**src/rtl/psum_pkg.sv**
```systemverilog
// Shared sizing and FSM encoding for the partial-sum accumulate path.
package psum_pkg;
  localparam int PSUM_DATA_W = 128;
  localparam int PSUM_LANES  = 8;
  localparam int PSUM_LANE_W = PSUM_DATA_W / PSUM_LANES;
  localparam int PSUM_ADDR_W = 9;
  localparam int PSUM_DEPTH  = 324;

  typedef enum logic [1:0] {
    ST_IDLE,
    ST_RUN,
    ST_DRAIN,
    ST_DONE
  } psum_state_e;
endpackage

```
**src/rtl/psum_lane_add.sv**
```systemverilog
// Lane-wise wrap adder: each LANE_W slice adds independently, no carry between lanes.
module psum_lane_add
  import psum_pkg::*;
#(
  parameter int LANES  = PSUM_LANES,
  parameter int LANE_W = PSUM_LANE_W
) (
  input  logic [LANES*LANE_W-1:0] a,
  input  logic [LANES*LANE_W-1:0] b,
  output logic [LANES*LANE_W-1:0] sum
);
  for (genvar i = 0; i < LANES; i++) begin : g_lane
    assign sum[i*LANE_W +: LANE_W] = a[i*LANE_W +: LANE_W] + b[i*LANE_W +: LANE_W];
  end
endmodule

```
**src/rtl/psum_accum_ctrl.sv**
```systemverilog
// Read-modify-write sequencer for the partial-sum BRAM: stage 0 accepts a row and
// issues the read, stage 1 adds and writes back, last pass also streams results out.
module psum_accum_ctrl
  import psum_pkg::*;
#(
  parameter int DATA_WIDTH = PSUM_DATA_W,
  parameter int LANES      = PSUM_LANES,
  parameter int ADDR_WIDTH = PSUM_ADDR_W,
  parameter int DEPTH      = PSUM_DEPTH
) (
  input  logic                  clk,
  input  logic                  reset_n,
  input  logic                  start,
  input  logic [ADDR_WIDTH-1:0] num_entries,
  input  logic                  first_pass,
  input  logic                  last_pass,
  output logic                  busy,
  output logic                  done,
  input  logic                  in_valid,
  output logic                  in_ready,
  input  logic [DATA_WIDTH-1:0] in_data,
  output logic                  out_valid,
  input  logic                  out_ready,
  output logic [DATA_WIDTH-1:0] out_data,
  output logic                  bram_we_a,
  output logic [ADDR_WIDTH-1:0] bram_addr_a,
  output logic [DATA_WIDTH-1:0] bram_din_a,
  output logic                  bram_en_b,
  output logic [ADDR_WIDTH-1:0] bram_addr_b,
  input  logic [DATA_WIDTH-1:0] bram_dout_b
);
  psum_state_e state, state_nxt;

  logic [ADDR_WIDTH-1:0] n_reg, rd_cnt, s1_addr, n_clamp;
  logic                  fp_reg, lp_reg;
  logic                  s1_vld, out_vld, fwd_hit;
  logic [DATA_WIDTH-1:0] s1_row, fwd_data, out_q;
  logic [DATA_WIDTH-1:0] rd_data, add_sum, sum;
  logic                  stall, accept, s1_fire, last_row;

  assign n_clamp  = (num_entries > ADDR_WIDTH'(DEPTH)) ? ADDR_WIDTH'(DEPTH) : num_entries;
  assign stall    = lp_reg & out_vld & ~out_ready & s1_vld;
  assign in_ready = (state == ST_RUN) & ~stall;
  assign accept   = in_valid & in_ready;
  assign s1_fire  = s1_vld & ~stall;
  assign last_row = (rd_cnt == n_reg - ADDR_WIDTH'(1));

  // A write to the address being read this cycle would be missed by the BRAM read,
  // so the written sum is captured and substituted one cycle later.
  assign rd_data = fwd_hit ? fwd_data : bram_dout_b;

  psum_lane_add #(
    .LANES (LANES),
    .LANE_W(DATA_WIDTH / LANES)
  ) u_add (
    .a  (rd_data),
    .b  (s1_row),
    .sum(add_sum)
  );

  assign sum = fp_reg ? s1_row : add_sum;

  assign bram_en_b   = accept & ~fp_reg;
  assign bram_addr_b = bram_en_b ? rd_cnt : '0;
  assign bram_we_a   = s1_fire;
  assign bram_addr_a = s1_fire ? s1_addr : '0;
  assign bram_din_a  = s1_fire ? sum : '0;

  assign busy      = (state == ST_RUN) | (state == ST_DRAIN);
  assign done      = (state == ST_DONE);
  assign out_valid = out_vld;
  assign out_data  = out_q;

  always_comb begin
    state_nxt = state;
    case (state)
      ST_IDLE:  if (start) state_nxt = (n_clamp == '0) ? ST_DONE : ST_RUN;
      ST_RUN:   if (accept && last_row) state_nxt = ST_DRAIN;
      ST_DRAIN: if (!s1_vld && !out_vld) state_nxt = ST_DONE;
      ST_DONE:  state_nxt = ST_IDLE;
      default:  state_nxt = ST_IDLE;
    endcase
  end

  always_ff @(posedge clk or negedge reset_n) begin
    if (!reset_n) begin
      state    <= ST_IDLE;
      n_reg    <= '0;
      fp_reg   <= 1'b0;
      lp_reg   <= 1'b0;
      rd_cnt   <= '0;
      s1_vld   <= 1'b0;
      s1_addr  <= '0;
      s1_row   <= '0;
      fwd_hit  <= 1'b0;
      fwd_data <= '0;
      out_vld  <= 1'b0;
      out_q    <= '0;
    end else begin
      state <= state_nxt;
      if (state == ST_IDLE && start) begin
        n_reg  <= n_clamp;
        fp_reg <= first_pass;
        lp_reg <= last_pass;
        rd_cnt <= '0;
      end else if (accept) begin
        rd_cnt <= rd_cnt + ADDR_WIDTH'(1);
      end

      // Stage 1 holds its row (and the BRAM holds dout) for the whole stall.
      if (!stall) begin
        s1_vld <= accept;
        if (accept) begin
          s1_addr  <= rd_cnt;
          s1_row   <= in_data;
          fwd_hit  <= s1_fire & (s1_addr == rd_cnt);
          fwd_data <= sum;
        end
      end

      if (s1_fire && lp_reg) begin
        out_vld <= 1'b1;
        out_q   <= sum;
      end else if (out_ready) begin
        out_vld <= 1'b0;
      end
    end
  end
endmodule

```
**config.mk**
```make
export PLATFORM = sky130hd
export DESIGN_NAME = psum_accum_ctrl
export DESIGN_NICKNAME = d
export VERILOG_FILES = /design/src/rtl/psum_pkg.sv /design/src/rtl/psum_lane_add.sv /design/src/rtl/psum_accum_ctrl.sv
export SDC_FILE = /design/constraint.sdc
export NUM_CORES = 1
export LEC_CHECK = 0
export ABC_AREA = 0
export BUFFER_PORTS_ARGS = -buffer_cell sky130_fd_sc_hd__buf_2
export CAP_MARGIN = 10
export CORE_ASPECT_RATIO = 1.1
export CORE_UTILIZATION = 35
export CTS_CLUSTER_SIZE = 10
export DETAILED_ROUTE_END_ITERATION = 10
export PLACE_DENSITY = 0.62
export SLEW_MARGIN = 10
export SYNTH_ARGS = -nofsm -noshare
export SYNTH_HDL_FRONTEND = slang
export SYNTH_SLANG_ARGS = --single-unit
export TNS_END_PERCENT = 100
```
**constraint.sdc**
```tcl
create_clock -name clk -period 4 [get_ports clk]
set_clock_uncertainty 0.15 [all_clocks]
set_input_delay 0 -clock clk [delete_from_list [all_inputs] [get_ports clk]]
set_output_delay 0 -clock clk [all_outputs]
set_load 0.01 [all_outputs]
```
# ---- Yosys cells after proc, flatten, opt, wreduce, memory -nomap -nowiden
# Index checks and enable logic that the tools add are counted.
dict set report op_classes {
  n_addsub 10
  order_cmp 1
  n_eq_ne 8
  muxes 15
  bitwise 12
  n_reduce_logical 12
}
# op n
set ops {}
lappend ops {{two-way mux 128 bit} 3}
lappend ops {{adder 16 bit} 8}
lappend ops {{two-way mux 9 bit} 5}
lappend ops {{== test 9 bit} 2}
lappend ops {{adder 9 x 1 -> 9 bit (second input constant)} 1}
lappend ops {{> comparator 9 bit (second input constant)} 1}
lappend ops {{zero test 9 bit} 1}
lappend ops {{subtractor 9 x 1 -> 9 bit (second input constant)} 1}
lappend ops {{AND 1 bit} 8}
lappend ops {{two-way mux 2 bit} 4}
lappend ops {{one-hot mux 2 bit (4 select lines)} 1}
lappend ops {{== test 2 bit (second input constant)} 2}
lappend ops {{logical AND 1 bit} 4}
lappend ops {{inequality test 2 x 1 -> 1 bit (second input constant)} 2}
lappend ops {{nonzero test 2 bit} 2}
lappend ops {{NOT 1 bit} 3}
lappend ops {{AND reduction 3 bit} 1}
lappend ops {{== test 2 x 1 -> 1 bit (second input constant)} 1}
lappend ops {{zero test 1 bit} 2}
lappend ops {{zero test 2 bit} 1}
lappend ops {{two-way mux 1 bit} 2}
lappend ops {{inequality test 2 bit (second input constant)} 1}
lappend ops {{AND reduction 2 bit} 1}
lappend ops {{bitwise OR 1 bit} 1}
dict set report totals {
  ff_bits 418
  input_bits 272
  out_inout_bits 280
}

# ---- Logic depth before layout (Yosys ltp)
dict set report logic_depth {
  word_depth 9
  depth_mapped 15
  mapped_depth_nobuf 12
}

# ---- By module
# Synthesis repeated with hierarchy kept, for this count alone.
dict set report unflattened {
  hier_cells 2710
  area_unflattened_um2 24159.4
}
# module instances cells_each area_per_inst_um2 seq_area_each_um2
set modules_own_cells {}
lappend modules_own_cells {psum_accum_ctrl 1 2034 19033.3 10460.0}
lappend modules_own_cells {psum_lane_add 1 676 5126.2 0.0}

# ---- Worst setup path after synthesis
# No wires, ideal clock.
dict set report synth_timing {
  path_kind {flip-flop to flip-flop}
  start {register fwd_hit}
  end {register fwd_data[124]}
  setup_time_ns 0.125
  t_arrival_ns 3.863
  path_slack_ns -0.138
  stages_incl_launch_ff 15
  path_buffers 3
  path_cell_list {dfrtp_1 buf_1 clkbuf_1 buf_1 mux2_2 ha_1 fa_1 a21o_1 a21oi_1 o21ai_0 o221a_2 a21oi_1 xor2_1 o21ai_0 mux2_2}
}
dict set report synth_between {
  elab_chain_cells 3
}
# element line_no
set synth_rtl {}
lappend synth_rtl {{start: declaration} psum_accum_ctrl.sv:36} ;# logic s1_vld, out_vld, fwd_hit;
lappend synth_rtl {{start signal: assignment} psum_accum_ctrl.sv:116} ;# fwd_hit <= s1_fire & (s1_addr == rd_cnt);
lappend synth_rtl {{two-way mux 128 bit} psum_accum_ctrl.sv:50} ;# assign rd_data = fwd_hit ? fwd_data : bram_dout_b;
lappend synth_rtl {{adder 16 bit} psum_lane_add.sv:13} ;# assign sum[i*LANE_W +: LANE_W] = a[i*LANE_W +: LANE_W] + b[i*LANE_W +: LANE_W];
lappend synth_rtl {{two-way mux 128 bit} psum_accum_ctrl.sv:61} ;# assign sum = fp_reg ? s1_row : add_sum;
lappend synth_rtl {{end signal: assignment} psum_accum_ctrl.sv:117} ;# fwd_data <= sum;
lappend synth_rtl {{end: declaration} psum_accum_ctrl.sv:37} ;# logic [DATA_WIDTH-1:0] s1_row, fwd_data, out_q;
# No other way between the ends.
# A chain may end at the register's enable or synchronous reset.

# ---- Worst setup path in the final report
dict set report layout_timing {
  start {register fwd_hit}
  end {output bram_din_a[109]}
}
dict set report layout_between {
  elab_chain_cells 4
}
# element line_no
set layout_rtl {}
lappend layout_rtl {{two-way mux 128 bit} psum_accum_ctrl.sv:50}
lappend layout_rtl {{adder 16 bit} psum_lane_add.sv:13}
lappend layout_rtl {{two-way mux 128 bit} psum_accum_ctrl.sv:61}
lappend layout_rtl {{two-way mux 128 bit} psum_accum_ctrl.sv:67} ;# assign bram_din_a = s1_fire ? sum : '0;
lappend layout_rtl {{end: declaration} psum_accum_ctrl.sv:27} ;# output logic [DATA_WIDTH-1:0] bram_din_a,
# No other way between the ends.

==> reports/metrics.csv <==
stage;metric;value;unit
status;status;completed;
timing;grt_setup_unrepaired;yes;
routing;dr.pass1.iters;5;
cells_and_area;multi_input_area;14600;µm²
floorplan;fp-row-count;101;
synthesis;yosysSeqAreaShare;0.426;
cts;cts-htree-levels;2;
synthesis;ys_ff_latch;418;
floorplan;ios;552;
critical_path;arrival;3.78;ns
cells_and_area;syn_to_final_growth;42.5;%
critical_path;cp-end-kind;output pin;
critical_path;cp_max_fo;19;
global_routing;antenna_found_initial;4;
timing;maxSlewHeadroom;0.409;
global_routing;grt_overflow;0;
timing;setup_viol;0;
synthesis;ys.flop_type;dfrtp_1;
synthesis;synth_edf_count;0;
global_routing;grt_pass1_vias;23700;
cts;cts_buffer_depth;3;
critical_path;worstPathCellList;buf_12 > buf_4 > buf_12 > mux2_2 > ha_4 > a21o_1 > a21oi_2 > nand2b_1 > o31a_1 > mux2i_1 > xnor2_1 > mux2_2 > and2_2 > buf_2;
floorplan;core_area;69300;µm²
timing;min_period_over_period;0.982;
power_and_ir_drop;power.density;859;nW/µm²
power_and_ir_drop;irDropWorstVdd;0.000465;V
floorplan;start_util;0.354;
cells_and_area;drive_gt1_frac;0.286;
cts;clk_pin_slew_worst_paths;0.06;ns
placed_design;io_buffers;551;
synthesis;synth_cell_types;64;
routing;vias;23700;
synthesis;synth_area;24500;µm²
synthesis;syn_nets;3245;
synthesis;synth-async-reset-ratio;1.00;
timing;max_freq;255;MHz
synthesis;synthesis.instances;2838;
routing;ant_nets;0;
routing;routed_via_density;5.06;
timing;fin_crit;3.93;ns
cells_and_area;nets;4128;
timing;hold_violations;0;
cts;cts_buffers;51;
cts;cts_sinks;418;
floorplan;fp.dieW;255;µm
global_routing;grt_usage;0.234;
critical_path;crit_type;reg2out;
hold_path;min_path_type;in2reg;
timing;finalMaxSlewViolations;0;
synthesis;avgSynthCellArea;8.65;µm²
routing;drc;0;
floorplan;die_h;280;µm
power_and_ir_drop;p_leak;17.1;nW
global_routing;grt_max_degree;174;
placed_design;place_ws;0.140;ns
timing;tightest_slew;0.887;ns
cts;insertion_delay;0.59;ns
placed_design;dp_hpwl;57400;µm
cells_and_area;final_common_cell;nand2_1;
cts;cts_tree;built;
critical_path;max_stage_delay;0.44;ns
critical_path;cp-start-kind;flip-flop;
placed_design;gp_congestion;0.901;
critical_path;worstPathRequired;3.85;ns
critical_path;crit_slowest_cell;dfrtp_4;
routing;first_iter_violations;1335;
synthesis;ys_warn_count;0;
run;maxCapViolCount;0;
routing;wl;85900;µm
global_routing;grt_pass1_wl;131000;µm
floorplan;dieArea;71200;µm²
cells_and_area;final_cell_mix;nand2_1 (725), buf_2 (548), dfrtp_1 (416);
cells_and_area;ff_latch_area;10500;µm²
cts;clock-root-buffer;clkbuf_16;
routing;wl_per_cell;18.4;µm
critical_path;rrSetupSlack;0.47;ns
timing;setup_slack;0.0723;ns
cells_and_area;fill_cells;6483;
timing;worst_hold_slack;0.00714;ns
metal layers:
layer	vias up	part of all wire	global-route usage
li1	11400	-	-
met1	11400	0.42	0.288
met2	676	0.50	0.403
met3	174	0.052	0.0413
met4	2	0.035	0.0916
met5	-	0.00010	0
logic make-up (layout without fill, tap and decap cells):
kind of cell,after synthesis,count (layout),synth area share
compound gates,651,651,0.156
simple gates,1124,1124,0.187
flops,418,418,0.426
buf+inv,194,1098,0.0298
xor+xnor,128,128,0.0457
other cells,0,6,0
mux,188,188,0.0846
fa+ha+maj,135,135,0.0713
synth_stat cells, drive strengths merged (9+ instances only):
library cell  count  share of area
a211oi           16         0.0049
a21boi            9         0.0028
a21oi           143          0.029
nor3             19         0.0039
clkbuf          130          0.020
o31a              9         0.0032
mux2            149          0.069
buf              18         0.0029
o21ai           309          0.063
a31oi            30         0.0076
nor2            236          0.036
mux2i            39          0.016
a211o            10         0.0036
o211ai           19         0.0058
nand2           729           0.11
and2             20         0.0051
ha              127          0.065
o21a             25         0.0076
nand3            22         0.0045
a21o             44          0.013
and3             26         0.0066
xor2             73          0.026
xnor2            55          0.020
nand2b           17         0.0043
nand4            13         0.0033
nor2b            13         0.0033
inv              46         0.0070
dfrtp           418           0.43
stage by stage:
stage	instances	TNS, ns	power (mW)	instance area [µm²]	util
after floorplan	2838	0	17.8	24600	-
after global placement	4223	0	22.3	28500	0.412
after detailed placement	4223	0	22.5	28500	0.412
after CTS	4635	-0.0101	28.7	33900	0.490
after global routing	4671	-0.627	32.5	35000	0.505
final	4675	0	30.1	35000	0.505
where the power goes:
part           internal, mW  switching [mW]
logic                  8.10            9.99
clock network          2.53            1.81
registers              6.13            1.51
path summary, 6_finish.rpt:
| kind | from | end | cells after the start |
|---|---|---|---|
| worst max-delay path | fwd_hit | bram_din_a[109] | 14 |
| worst min-delay path | bram_dout_b[95] | out_data[95] | 6 |
| worst max register to register | fwd_hit | fwd_data[46] | 17 |
| worst min register to register | fwd_data[77] | fwd_data[77] | 2 |
| max in group asynchronous | reset_n | fwd_hit | 4 |
| min in group asynchronous | reset_n | s1_row[100] | 4 |
layout make-up:
cell class | count | area share
flip-flops and latches | 418 | 0.299
clock buffers | 68 | 0.0400
well taps | 927 | 0.0331
repair buffers | 978 | 0.203
diodes | 6 | 0.000429
inverters | 46 | 0.00501
clock inverters | 6 | 0.00247
multi-input cells | 2226 | 0.416
timing repair:
item,CTS,global route
endpoints found under the setup margin,49,56
gates resized for setup,111,151
hold endpoints to repair,614,0
hold buffers,312,0
gates cloned,3,2
pin swaps,27,94
buffers inserted,23,34
critical path, delay by kind of cell (launching register included):
kind | cells | cell delay, ns
mux | 3 | 0.94
buf+inv | 4 | 0.63
compound gates | 3 | 0.46
flops | 1 | 0.44
simple gates | 2 | 0.33
fa+ha+maj | 1 | 0.29
xor+xnor | 1 | 0.09
(Power assumes the default switching activity.)
